[src/rtl/fight_pkg.sv]
// Shared encodings for the match sequencer: FSM states, winner codes and a
// ranking helper used for timeout and match decisions.
package fight_pkg;

    localparam int unsigned STATE_W = 3;
    localparam int unsigned WIN_W   = 2;

    typedef enum logic [STATE_W-1:0] {
        S_MENU       = 3'd0,
        S_COUNTDOWN  = 3'd1,
        S_PLAY       = 3'd2,
        S_ROUND_END  = 3'd3,
        S_MATCH_OVER = 3'd4
    } state_e;

    typedef enum logic [WIN_W-1:0] {
        WIN_NONE = 2'd0,
        WIN_P1   = 2'd1,
        WIN_P2   = 2'd2,
        WIN_DRAW = 2'd3
    } winner_e;

    function automatic winner_e rank_winner(input logic [15:0] a, input logic [15:0] b);
        if (a > b)      return WIN_P1;
        else if (b > a) return WIN_P2;
        else            return WIN_DRAW;
    endfunction

endpackage

[src/rtl/match_controller_if.sv]
// Bus between the input/health logic, the match sequencer and the display
// drivers; the sequencer takes the slave side.
interface match_controller_if
    import fight_pkg::*;
#(
    parameter int unsigned HEALTH_W = 3
);
    logic                tick;
    logic                mode_sel;
    logic                start_btn;
    logic                pause_btn;
    logic [HEALTH_W-1:0] health1;
    logic [HEALTH_W-1:0] health2;

    logic [STATE_W-1:0]  state;
    logic                game_mode;
    logic                round_start;
    logic                round_over;
    logic [WIN_W-1:0]    round_winner;
    logic [WIN_W-1:0]    match_winner;
    logic [2:0]          p1_rounds;
    logic [2:0]          p2_rounds;
    logic [3:0]          countdown;
    logic [7:0]          time_left;
    logic                blink;
    logic                paused;

    modport master (
        output tick, mode_sel, start_btn, pause_btn, health1, health2,
        input  state, game_mode, round_start, round_over, round_winner, match_winner,
               p1_rounds, p2_rounds, countdown, time_left, blink, paused
    );

    modport slave (
        input  tick, mode_sel, start_btn, pause_btn, health1, health2,
        output state, game_mode, round_start, round_over, round_winner, match_winner,
               p1_rounds, p2_rounds, countdown, time_left, blink, paused
    );
endinterface

[src/rtl/sec_timer.sv]
// Divides the tick enable into a one-cycle seconds strobe; clear_i restarts
// the sub-tick count and takes priority over counting.
module sec_timer #(
    parameter int unsigned TICKS_PER_SEC = 60
) (
    input  logic clk,
    input  logic rst,
    input  logic tick_i,
    input  logic clear_i,
    output logic sec_o
);
    localparam int unsigned CW = (TICKS_PER_SEC > 1) ? $clog2(TICKS_PER_SEC) : 1;
    localparam logic [CW-1:0] LAST = CW'(TICKS_PER_SEC - 1);

    logic [CW-1:0] cnt_q, cnt_d;

    assign sec_o = tick_i && (cnt_q == LAST);

    always_comb begin
        cnt_d = cnt_q;
        if (clear_i)     cnt_d = '0;
        else if (sec_o)  cnt_d = '0;
        else if (tick_i) cnt_d = cnt_q + 1'b1;
    end

    always_ff @(posedge clk or posedge rst) begin
        if (rst) cnt_q <= '0;
        else     cnt_q <= cnt_d;
    end
endmodule

[src/rtl/match_controller.sv]
// Best-of-N match sequencer: menu, countdown, timed rounds, round hold and
// match-over blink. Define PAUSE_EN to enable pausing during PLAY.
module match_controller
    import fight_pkg::*;
#(
    parameter int unsigned HEALTH_W      = 3,
    parameter int unsigned ROUNDS_TO_WIN = 2,
    parameter int unsigned MAX_ROUNDS    = 5,
    parameter int unsigned COUNT_START   = 3,
    parameter int unsigned TICKS_PER_SEC = 60,
    parameter int unsigned ROUND_TIME    = 99,
    parameter int unsigned END_HOLD_SEC  = 2,
    parameter int unsigned BLINK_TICKS   = 30
) (
    input logic               clk,
    input logic               rst,
    match_controller_if.slave bus
);
    state_e        state_q, state_d;
    logic          game_mode_q, game_mode_d;
    logic          round_start_q, round_start_d;
    logic          round_over_q, round_over_d;
    winner_e       round_winner_q, round_winner_d;
    winner_e       match_winner_q, match_winner_d;
    logic [2:0]    p1_q, p1_d, p2_q, p2_d, played_q, played_d;
    logic [3:0]    countdown_q, countdown_d;
    logic [7:0]    time_left_q, time_left_d;
    logic [7:0]    hold_q, hold_d;
    logic          blink_q, blink_d;
    logic [15:0]   blink_cnt_q, blink_cnt_d;
    logic          start_q, start_prev_q;

    logic          start_edge, frozen, tick_en, sec, state_chg;
    logic [HEALTH_W-1:0] h1, h2;
    winner_e       play_res;

    assign h1         = bus.health1;
    assign h2         = bus.health2;
    assign start_edge = start_q & ~start_prev_q;
    assign tick_en    = bus.tick & ~frozen;
    assign state_chg  = (state_d != state_q);

`ifdef PAUSE_EN
    logic paused_q, pause_q, pause_prev_q;

    assign frozen = paused_q;

    always_ff @(posedge clk or posedge rst) begin
        if (rst) begin
            paused_q     <= 1'b0;
            pause_q      <= 1'b0;
            pause_prev_q <= 1'b0;
        end else begin
            pause_q      <= bus.pause_btn;
            pause_prev_q <= pause_q;
            if (state_d != S_PLAY)
                paused_q <= 1'b0;
            else if (state_q == S_PLAY && pause_q && !pause_prev_q)
                paused_q <= ~paused_q;
        end
    end

    assign bus.paused = paused_q;
`else
    assign frozen     = 1'b0;
    assign bus.paused = 1'b0;
`endif

    sec_timer #(.TICKS_PER_SEC(TICKS_PER_SEC)) u_sec_timer (
        .clk     (clk),
        .rst     (rst),
        .tick_i  (tick_en),
        .clear_i (state_chg),
        .sec_o   (sec)
    );

    // KO takes precedence over the timeout comparison
    always_comb begin
        play_res = WIN_NONE;
        if (h1 == '0 && h2 == '0)  play_res = WIN_DRAW;
        else if (h1 == '0)         play_res = WIN_P2;
        else if (h2 == '0)         play_res = WIN_P1;
        else if (time_left_q == '0) play_res = rank_winner(16'(h1), 16'(h2));
    end

    always_comb begin
        state_d        = state_q;
        game_mode_d    = game_mode_q;
        round_start_d  = 1'b0;
        round_over_d   = 1'b0;
        round_winner_d = round_winner_q;
        match_winner_d = match_winner_q;
        p1_d           = p1_q;
        p2_d           = p2_q;
        played_d       = played_q;
        countdown_d    = countdown_q;
        time_left_d    = time_left_q;
        hold_d         = hold_q;
        blink_d        = blink_q;
        blink_cnt_d    = blink_cnt_q;

        case (state_q)
            S_MENU: begin
                game_mode_d = bus.mode_sel;
                if (start_edge) begin
                    state_d     = S_COUNTDOWN;
                    p1_d        = '0;
                    p2_d        = '0;
                    played_d    = '0;
                    countdown_d = 4'(COUNT_START);
                end
            end
            S_COUNTDOWN: begin
                if (sec) begin
                    if (countdown_q == '0) begin
                        state_d       = S_PLAY;
                        round_start_d = 1'b1;
                        time_left_d   = 8'(ROUND_TIME);
                    end else begin
                        countdown_d = countdown_q - 1'b1;
                    end
                end
            end
            S_PLAY: begin
                if (!frozen) begin
                    if (sec && time_left_q != '0)
                        time_left_d = time_left_q - 1'b1;
                    if (play_res != WIN_NONE) begin
                        state_d        = S_ROUND_END;
                        round_over_d   = 1'b1;
                        round_winner_d = play_res;
                        played_d       = played_q + 1'b1;
                        hold_d         = '0;
                        if (play_res == WIN_P1) p1_d = p1_q + 1'b1;
                        if (play_res == WIN_P2) p2_d = p2_q + 1'b1;
                    end
                end
            end
            S_ROUND_END: begin
                if (sec) begin
                    if (hold_q == 8'(END_HOLD_SEC - 1)) begin
                        if (p1_q == 3'(ROUNDS_TO_WIN) || p2_q == 3'(ROUNDS_TO_WIN) ||
                            played_q == 3'(MAX_ROUNDS)) begin
                            state_d        = S_MATCH_OVER;
                            match_winner_d = rank_winner(16'(p1_q), 16'(p2_q));
                            blink_cnt_d    = '0;
                        end else begin
                            state_d     = S_COUNTDOWN;
                            countdown_d = 4'(COUNT_START);
                        end
                    end else begin
                        hold_d = hold_q + 1'b1;
                    end
                end
            end
            S_MATCH_OVER: begin
                if (bus.tick) begin
                    if (blink_cnt_q == 16'(BLINK_TICKS - 1)) begin
                        blink_d     = ~blink_q;
                        blink_cnt_d = '0;
                    end else begin
                        blink_cnt_d = blink_cnt_q + 1'b1;
                    end
                end
                if (start_edge) begin
                    state_d        = S_MENU;
                    round_winner_d = WIN_NONE;
                    match_winner_d = WIN_NONE;
                    blink_d        = 1'b0;
                    blink_cnt_d    = '0;
                    p1_d           = '0;
                    p2_d           = '0;
                    played_d       = '0;
                end
            end
            default: state_d = S_MENU;
        endcase
    end

    always_ff @(posedge clk or posedge rst) begin
        if (rst) begin
            state_q        <= S_MENU;
            game_mode_q    <= 1'b0;
            round_start_q  <= 1'b0;
            round_over_q   <= 1'b0;
            round_winner_q <= WIN_NONE;
            match_winner_q <= WIN_NONE;
            p1_q           <= '0;
            p2_q           <= '0;
            played_q       <= '0;
            countdown_q    <= 4'(COUNT_START);
            time_left_q    <= 8'(ROUND_TIME);
            hold_q         <= '0;
            blink_q        <= 1'b0;
            blink_cnt_q    <= '0;
            start_q        <= 1'b0;
            start_prev_q   <= 1'b0;
        end else begin
            state_q        <= state_d;
            game_mode_q    <= game_mode_d;
            round_start_q  <= round_start_d;
            round_over_q   <= round_over_d;
            round_winner_q <= round_winner_d;
            match_winner_q <= match_winner_d;
            p1_q           <= p1_d;
            p2_q           <= p2_d;
            played_q       <= played_d;
            countdown_q    <= countdown_d;
            time_left_q    <= time_left_d;
            hold_q         <= hold_d;
            blink_q        <= blink_d;
            blink_cnt_q    <= blink_cnt_d;
            start_q        <= bus.start_btn;
            start_prev_q   <= start_q;
        end
    end

    assign bus.state        = state_q;
    assign bus.game_mode    = game_mode_q;
    assign bus.round_start  = round_start_q;
    assign bus.round_over   = round_over_q;
    assign bus.round_winner = round_winner_q;
    assign bus.match_winner = match_winner_q;
    assign bus.p1_rounds    = p1_q;
    assign bus.p2_rounds    = p2_q;
    assign bus.countdown    = countdown_q;
    assign bus.time_left    = time_left_q;
    assign bus.blink        = blink_q;
endmodule

[src/flat_wrapper.sv]
// flat-port wrapper written by rule: the top's interface ports become plain ports
module match_controller_flat import fight_pkg::*;
#(
    parameter int unsigned HEALTH_W      = 3,
    parameter int unsigned ROUNDS_TO_WIN = 2,
    parameter int unsigned MAX_ROUNDS    = 5,
    parameter int unsigned COUNT_START   = 3,
    parameter int unsigned TICKS_PER_SEC = 60,
    parameter int unsigned ROUND_TIME    = 99,
    parameter int unsigned END_HOLD_SEC  = 2,
    parameter int unsigned BLINK_TICKS   = 30
)
  (clk, rst, bus_tick, bus_mode_sel, bus_start_btn, bus_pause_btn, bus_health1, bus_health2, bus_state, bus_game_mode, bus_round_start, bus_round_over, bus_round_winner, bus_match_winner, bus_p1_rounds, bus_p2_rounds, bus_countdown, bus_time_left, bus_blink, bus_paused);
  match_controller_if #(.HEALTH_W(HEALTH_W)) bus_i ();
  input logic clk;
  input logic rst;
  input wire logic [$bits(bus_i.tick)-1:0] bus_tick;
  input wire logic [$bits(bus_i.mode_sel)-1:0] bus_mode_sel;
  input wire logic [$bits(bus_i.start_btn)-1:0] bus_start_btn;
  input wire logic [$bits(bus_i.pause_btn)-1:0] bus_pause_btn;
  input wire logic [$bits(bus_i.health1)-1:0] bus_health1;
  input wire logic [$bits(bus_i.health2)-1:0] bus_health2;
  output wire logic [$bits(bus_i.state)-1:0] bus_state;
  output wire logic [$bits(bus_i.game_mode)-1:0] bus_game_mode;
  output wire logic [$bits(bus_i.round_start)-1:0] bus_round_start;
  output wire logic [$bits(bus_i.round_over)-1:0] bus_round_over;
  output wire logic [$bits(bus_i.round_winner)-1:0] bus_round_winner;
  output wire logic [$bits(bus_i.match_winner)-1:0] bus_match_winner;
  output wire logic [$bits(bus_i.p1_rounds)-1:0] bus_p1_rounds;
  output wire logic [$bits(bus_i.p2_rounds)-1:0] bus_p2_rounds;
  output wire logic [$bits(bus_i.countdown)-1:0] bus_countdown;
  output wire logic [$bits(bus_i.time_left)-1:0] bus_time_left;
  output wire logic [$bits(bus_i.blink)-1:0] bus_blink;
  output wire logic [$bits(bus_i.paused)-1:0] bus_paused;
  assign bus_i.tick = bus_tick;
  assign bus_i.mode_sel = bus_mode_sel;
  assign bus_i.start_btn = bus_start_btn;
  assign bus_i.pause_btn = bus_pause_btn;
  assign bus_i.health1 = bus_health1;
  assign bus_i.health2 = bus_health2;
  assign bus_state = bus_i.state;
  assign bus_game_mode = bus_i.game_mode;
  assign bus_round_start = bus_i.round_start;
  assign bus_round_over = bus_i.round_over;
  assign bus_round_winner = bus_i.round_winner;
  assign bus_match_winner = bus_i.match_winner;
  assign bus_p1_rounds = bus_i.p1_rounds;
  assign bus_p2_rounds = bus_i.p2_rounds;
  assign bus_countdown = bus_i.countdown;
  assign bus_time_left = bus_i.time_left;
  assign bus_blink = bus_i.blink;
  assign bus_paused = bus_i.paused;
  match_controller #(.HEALTH_W(HEALTH_W), .ROUNDS_TO_WIN(ROUNDS_TO_WIN), .MAX_ROUNDS(MAX_ROUNDS), .COUNT_START(COUNT_START), .TICKS_PER_SEC(TICKS_PER_SEC), .ROUND_TIME(ROUND_TIME), .END_HOLD_SEC(END_HOLD_SEC), .BLINK_TICKS(BLINK_TICKS)) u_core (.clk(clk), .rst(rst), .bus(bus_i));
endmodule
[config.mk]
export PLATFORM = sky130hd
export DESIGN_NAME = match_controller_flat
export DESIGN_NICKNAME = d
export VERILOG_FILES = /design/src/rtl/fight_pkg.sv /design/src/rtl/match_controller_if.sv /design/src/rtl/sec_timer.sv /design/src/rtl/match_controller.sv /design/src/flat_wrapper.sv
export SDC_FILE = /design/constraint.sdc
export NUM_CORES = 1
export LEC_CHECK = 0
export CORE_UTILIZATION = 35
export DETAILED_ROUTE_END_ITERATION = 12
export PLACE_DENSITY = 0.63
export SYNTH_ARGS = -nofsm -noshare
export SYNTH_HDL_FRONTEND = slang
export SYNTH_SLANG_ARGS = --single-unit
[constraint.sdc]
create_clock -name clk -period 2.3 [get_ports clk]
set_input_delay 0.46 -clock clk [delete_from_list [all_inputs] [get_ports clk]]
set_output_delay 0.46 -clock clk [all_outputs]
set_load 0.02 [all_outputs]
==> results_dict.tcl, run 1 <==
set metrics [dict create \
    setup_violations 5 \
    overflow 0 \
    crit_slowest_cell "or4_1" \
    drtPass1Iterations 6 \
    setup_tns_ps -232 \
    hpwlAfterDp_um 6560 \
    syn_avg_cell_area_um2 9.13 \
    viasPerCell 5.15 \
    clockRootBuffer "clkbuf_8" \
    place_congestion 0.829 \
    ios 42 \
    die_w_um 105 \
    path_buf_inv 2 \
    final_hold_viol_count 0 \
    grtUsageTotal_pct 17.9 \
    skew_ps 13.4 \
    critical_path.cell_chain "inv_1, ha_2, or4b_4, nor4_4, buf_4, nor2_4, a211o_4, or4_1, nand3_1" \
    cp-end-kind "register" \
    worstPathArrival_ps 2700 \
    worstPathMaxFanout 3 \
    die_area_mm2 0.0109 \
    seq_area_frac_synth_pct 43.7 \
    leakagePower_uw 0.00235 \
    drtIter0Drc 198 \
    power_density_mw_per_mm2 549 \
    numCtsBuffers 9 \
    antenna_cells 0 \
    yosysWarningCount 0 \
    start_kind "register" \
    tritoncts "built" \
    rows 37 \
    ys_types 58 \
    cts_max_level 3 \
    period_share_pct 105 \
    grt_start_max_net_pins 30 \
    critPathTopFamily "simple AND/OR/NAND/NOR gates" \
    antenna_found_initial 0 \
    status "complete, but fails checks" \
    cts.sinks 64 \
    worst_slack_ps -116 \
    fin_nets 547 \
    ys.flop_type "dfrtp_1" \
    place_area_mm2 0.00472 \
    ctsLongestPathBuffers 2 \
    routed_wl_um 9060 \
    die_y_um 105 \
    max_cap_viol_count 0 \
    path_clk_slew_ps 70 \
    start_util_pct 35.8 \
    hold_path.class "input port to asynchronous set/reset pin" \
    maxSlewViolCount 0 \
    slowest_delay_ps 500 \
    ant_nets 0 \
    ctsHoldBuffers 0 \
    violations "negative setup slack" \
    synth_edf_count 0 \
    rsz0062_at_grt "yes" \
    core_area_mm2 0.0103 \
    area_delta_synth_final_pct 41.5 \
    syn_inst 403 \
    wl_per_cell_um 13.8 \
    portBuffers 39 \
    clock_latency_ps 350 \
    synth_area_mm2 0.00368 \
    final_cell_area_mm2 0.00521 \
    final_cell_mix "64 x buf_4, 57 x dfrtp_1, 40 x nor2_1" \
    finalCriticalPeriod_ps 2420 \
    vias 3373 \
    grt_pass1_wl_um 15600 \
    drc 0 \
    syn_nets 436 \
    cp.required_ps 2580 \
    critPathKind "register to register" \
    fmax_mhz 414 \
    drive_gt1_share_pct 27.4 \
    async_reset_ff_share_pct 100 \
    final_common_cell "buf_4" \
    first_global_vias 3337 \
    ys_ff_latch 64 \
    ir_worst_vdd_mv 0.333 \
]
per-stage QoR:
stage               setup slack, ps  hold WS [ps]  cells  total power (uW)  util [%]
finish                         -116           420    655              2860      50.7
global route                   -197           427    655              3010      50.7
CTS                            -194           413    651              2850      49.5
detailed placement             -218           390    632              1690      46.0
global placement               -141           387    632              1680      46.0
floorplan                     -43.5           368    403              1540         -
worst reg2reg max path: cells and delay by family, from the launching register on:
kind,cells,cell delay [ps]
AND/OR/NAND/NOR,5,1310
flip-flops,1,380
buffers and inverters,2,260
AO/OA/AOI/OAI,1,260
adder cells (fa/ha/maj),1,150
layer usage:
| layer | track usage [%] | vias up | part of all wire (%) |
|---|---|---|---|
| met4 | 9.39 | 0 | 2.9 |
| met1 | 23.7 | 1613 | 47 |
| met2 | 27.4 | 78 | 46 |
| met5 | 0 | - | 0 |
| met3 | 3.81 | 20 | 4.0 |
| li1 | - | 1662 | - |
cells in the mapped netlist (2+ instances only):
library cell | instances | share of area (%)
nand4b_1 | 3 | 0.71
nor2_1 | 43 | 4.4
mux2i_1 | 6 | 1.6
mux2_2 | 2 | 0.61
clkbuf_1 | 6 | 0.61
inv_1 | 19 | 1.9
nor4_1 | 2 | 0.34
nor3b_1 | 3 | 0.61
o21bai_1 | 2 | 0.41
a21oi_1 | 19 | 2.6
nand4_1 | 13 | 2.2
o21ai_0 | 38 | 5.2
dfrtp_1 | 58 | 39
nand2_1 | 34 | 3.5
nor3_1 | 12 | 1.6
nand3b_1 | 3 | 0.61
o211ai_1 | 3 | 0.61
buf_1 | 2 | 0.20
nor2b_1 | 2 | 0.34
buf_2 | 2 | 0.27
and3_1 | 4 | 0.68
xnor2_1 | 10 | 2.4
or2_2 | 3 | 0.51
xor2_1 | 10 | 2.4
and2_1 | 3 | 0.51
nor4bb_1 | 2 | 0.54
or3_1 | 4 | 0.68
nand3_1 | 22 | 3.0
a31oi_1 | 9 | 1.5
nand2b_1 | 7 | 1.2
ha_1 | 21 | 7.1
o31ai_1 | 4 | 0.82
dfstp_2 | 6 | 4.3
a21o_1 | 2 | 0.41
what timing repair did:
action / in CTS / in global routing
cloned: 1 / 0
setup buffers: 2 / 6
resized for setup: 51 / 25
endpoints found under the setup margin: 21 / 33
hold endpoints to repair: 0 / 0
pin swaps: 13 / 27
cell type report:
type,count,area (um^2)
timing repair buffer,111,987
multi-input combinational,309,2140
sequential,64,1610
clock inverter,4,76.3
tap,136,170
inverter,19,71.3
clock buffer,12,155
fill,978,5070
kinds of logic (layout without fill, tap and decap cells):
group / after synthesis / in the layout / synth area share, %
muxes: 8 / 8 / 2.24
AOI/OAI and AO/OA: 89 / 89 / 14.5
buffers and inverters: 30 / 146 / 3.23
DFF: 64 / 64 / 43.7
and+or+nand+nor: 170 / 170 / 24.3
other: 1 / 1 / 0.102
xor gates and xnor gates: 20 / 20 / 4.76
adders and majority gates: 21 / 21 / 7.14
where the power goes:
part	switching (uW)	total, uW	internal, uW
Clock	456	1130	672
Combinational	204	443	239
Sequential	81.6	1290	1210
path summary, 6_finish.rpt:
check,cells after the start,endpoint,slack (ps),startpoint
max,9,u_core.bus.countdown[3],-120,u_core.hold_q[1]
min,2,u_core.bus.time_left[4],420,rst
max reg2reg,9,u_core.bus.countdown[3],-120,u_core.hold_q[1]
min reg2reg,0,u_core.start_prev_q,420,u_core.start_q
max in group asynchronous,3,u_core.bus.countdown[1],1340,rst
min in group clk,0,u_core.start_prev_q,420,u_core.start_q
sequential cells by signal, indices dropped and copies added, names as in the netlist, 2 cells and up:
register / flops
u_core.bus.p1_rounds: 3
u_core.bus.match_winner: 2
u_core.played_q: 3
u_core.bus.p2_rounds: 3
u_core.u_sec_timer.cnt_q: 6
u_core.bus.state: 3
u_core.bus.countdown: 4
u_core.bus.time_left: 8
u_core.blink_cnt_q: 16
u_core.bus.round_winner: 2
u_core.hold_q: 8
(Power assumes the default switching activity.)
==> run 2, diff against run 1 <==
ABC_CLOCK_PERIOD_IN_PS = 2300   (was not set)
==> results of run 2 <==
No change in the layout: final DEF, timing and power equal those of run 1.
==> run 3, diff against run 2 <==
CTS_CLUSTER_SIZE = 12   (was not set)
GPL_TIMING_DRIVEN = 0   (was not set)
==> results_dict.tcl, run 3 (same netlist as run 1, synthesis figures left out) <==
set metrics [dict create \
    stdcell_count 617 \
    nFillCells 992 \
    final_cell_mix "58 x dfrtp_1, 38 x nor2_1, 38 x clkdlybuf4s50_1" \
    critPathTopFamily "simple AND/OR/NAND/NOR gates" \
    multiInputGateArea_mm2 0.00218 \
    regArea_mm2 0.00161 \
    place_ws_ps -414 \
    power_density_mw_per_mm2 564 \
    ctsLongestPathBuffers 2 \
    clockRootBuffer "clkbuf_8" \
    overflow 0 \
    ir_worst_vdd_mv 0.313 \
    drive_gt1_share_pct 20.0 \
    r2r_start "u_core.hold_q[1]" \
    maxSlewViolCount 0 \
    antenna_cells 0 \
    tritoncts "built" \
    slowest_delay_ps 470 \
    setup_tns_ps 0 \
    worst_slack_ps 26.0 \
    final_common_cell "dfrtp_1" \
    fin_nets 509 \
    worstPathMaxFanout 4 \
    die_area_mm2 0.0109 \
    antenna_found_initial 0 \
    path_clk_slew_ps 70 \
    worstMarginPinSlew_ps 693 \
    drc 0 \
    core_area_mm2 0.0103 \
    critical_path_depth 9 \
    finalCriticalPeriod_ps 2270 \
    ctsHoldBuffers 0 \
    cts.sinks 64 \
    worstPathArrival_ps 2550 \
    vias 3206 \
    clock_latency_ps 350 \
    leakagePower_uw 0.00211 \
    place_congestion 0.847 \
    final_hold_viol_count 0 \
    top_usage_layer "met2" \
    hold_path.class "register to register" \
    grt_pass1_wl_um 14800 \
    status "finished, final reports clean" \
    ant_nets 0 \
    final_cell_area_mm2 0.00489 \
    start_util_pct 35.8 \
    fmax_mhz 440 \
    setup_violations 0 \
    wl_per_cell_um 14.7 \
    portBuffers 38 \
    drtIter0Drc 258 \
    fin_util_pct 47.6 \
    skew_ps 14.3 \
    crit_end "u_core.bus.countdown[3]" \
    r2r_end "u_core.bus.countdown[3]" \
    viasPerCell 5.20 \
    area_delta_synth_final_pct 33.0 \
    largest_reg_flops 16 \
    hold_start "u_core.start_q" \
    routed_wl_um 9080 \
    grt_util_met2_pct 25.8 \
    ios 42 \
    reg2reg_depth 9 \
    cts_max_level 3 \
    die_y_um 105 \
    grtUsageTotal_pct 17.1 \
    grt_start_max_net_pins 35 \
    max_cap_viol_count 0 \
    r2r_slack_ps 30 \
    critPathKind "register to register" \
    rows 37 \
    die_w_um 105 \
    maxSlewHeadroom_pct 53.7 \
    first_global_vias 3052 \
    hpwlAfterDp_um 5990 \
    use_met1_pct 23.3 \
    period_share_pct 98.9 \
    place_area_mm2 0.00426 \
    rsz0062_at_grt "yes" \
    path_buf_inv 2 \
    placedCellCount 578 \
    cp-startpoint "u_core.hold_q[1]" \
    crit_slowest_cell "or4b_4" \
    cp-end-kind "register" \
    largest_register "u_core.blink_cnt_q" \
    grt.met3_usage_pct 4.99 \
    start_kind "register" \
    cp.required_ps 2580 \
    drtPass1Iterations 5 \
    critical_path.cell_chain "inv_1, ha_2, or4b_4, nor4_4, buf_6, nor2_4, a211o_4, or4_1, nand3_1" \
    numCtsBuffers 9 \
]
[run 3: cell count changes in the layout (fill, tap and decap cells not counted), sizes merged]
cell           change
buf               -46
clkbuf             +7
a32oi              +1
clkdlybuf4s50      -1
clkinvlp           +1
[run 3: final cells by class]
cell class	instances	share of cell area, %
plain buffers	11	1.30
clock buffers	11	2.89
clock inverters	5	1.64
inverters	19	1.46
multi-input cells	310	44.5
flip-flops and latches	64	32.9
well taps	136	3.48
repair buffers	61	11.8
[run 3: worst min-delay path by stage]
stage / to / depth (start not counted)
after CTS: u_core.start_prev_q / 0
after global placement: u_core.start_prev_q / 0
final: u_core.start_prev_q / 0
after detailed placement: u_core.start_prev_q / 0
after floorplan: u_core.start_prev_q / 0
after global routing: u_core.start_prev_q / 0
[run 3: metal layers]
metal | vias up | part of all wire, %
li1 | 1586 | -
met1 | 1534 | 49
met2 | 76 | 46
met3 | 10 | 3.8
met4 | 0 | 1.3
met5 | - | 0
[run 3: metrics by stage]
stage               power (uW)  hold WS [ps]
finish                    2760           435
global route              2900           451
detailed placement        1660           418
global placement          1640           391
CTS                       2770           436
floorplan                 1540           368
[run 3: repair_timing]
| item | CTS | global route |
|---|---|---|
| setup buffers | 12 | 9 |
| gates resized for setup | 50 | 31 |
| endpoints found under the setup margin | 41 | 42 |
| pin swaps | 12 | 9 |
| gates cloned | 1 | 1 |
[run 3: report_power, final]
group / switching, uW / total, uW / internal, uW
combinational: 187 / 377 / 190
clock: 452 / 1090 / 638
sequential: 85.7 / 1290 / 1210
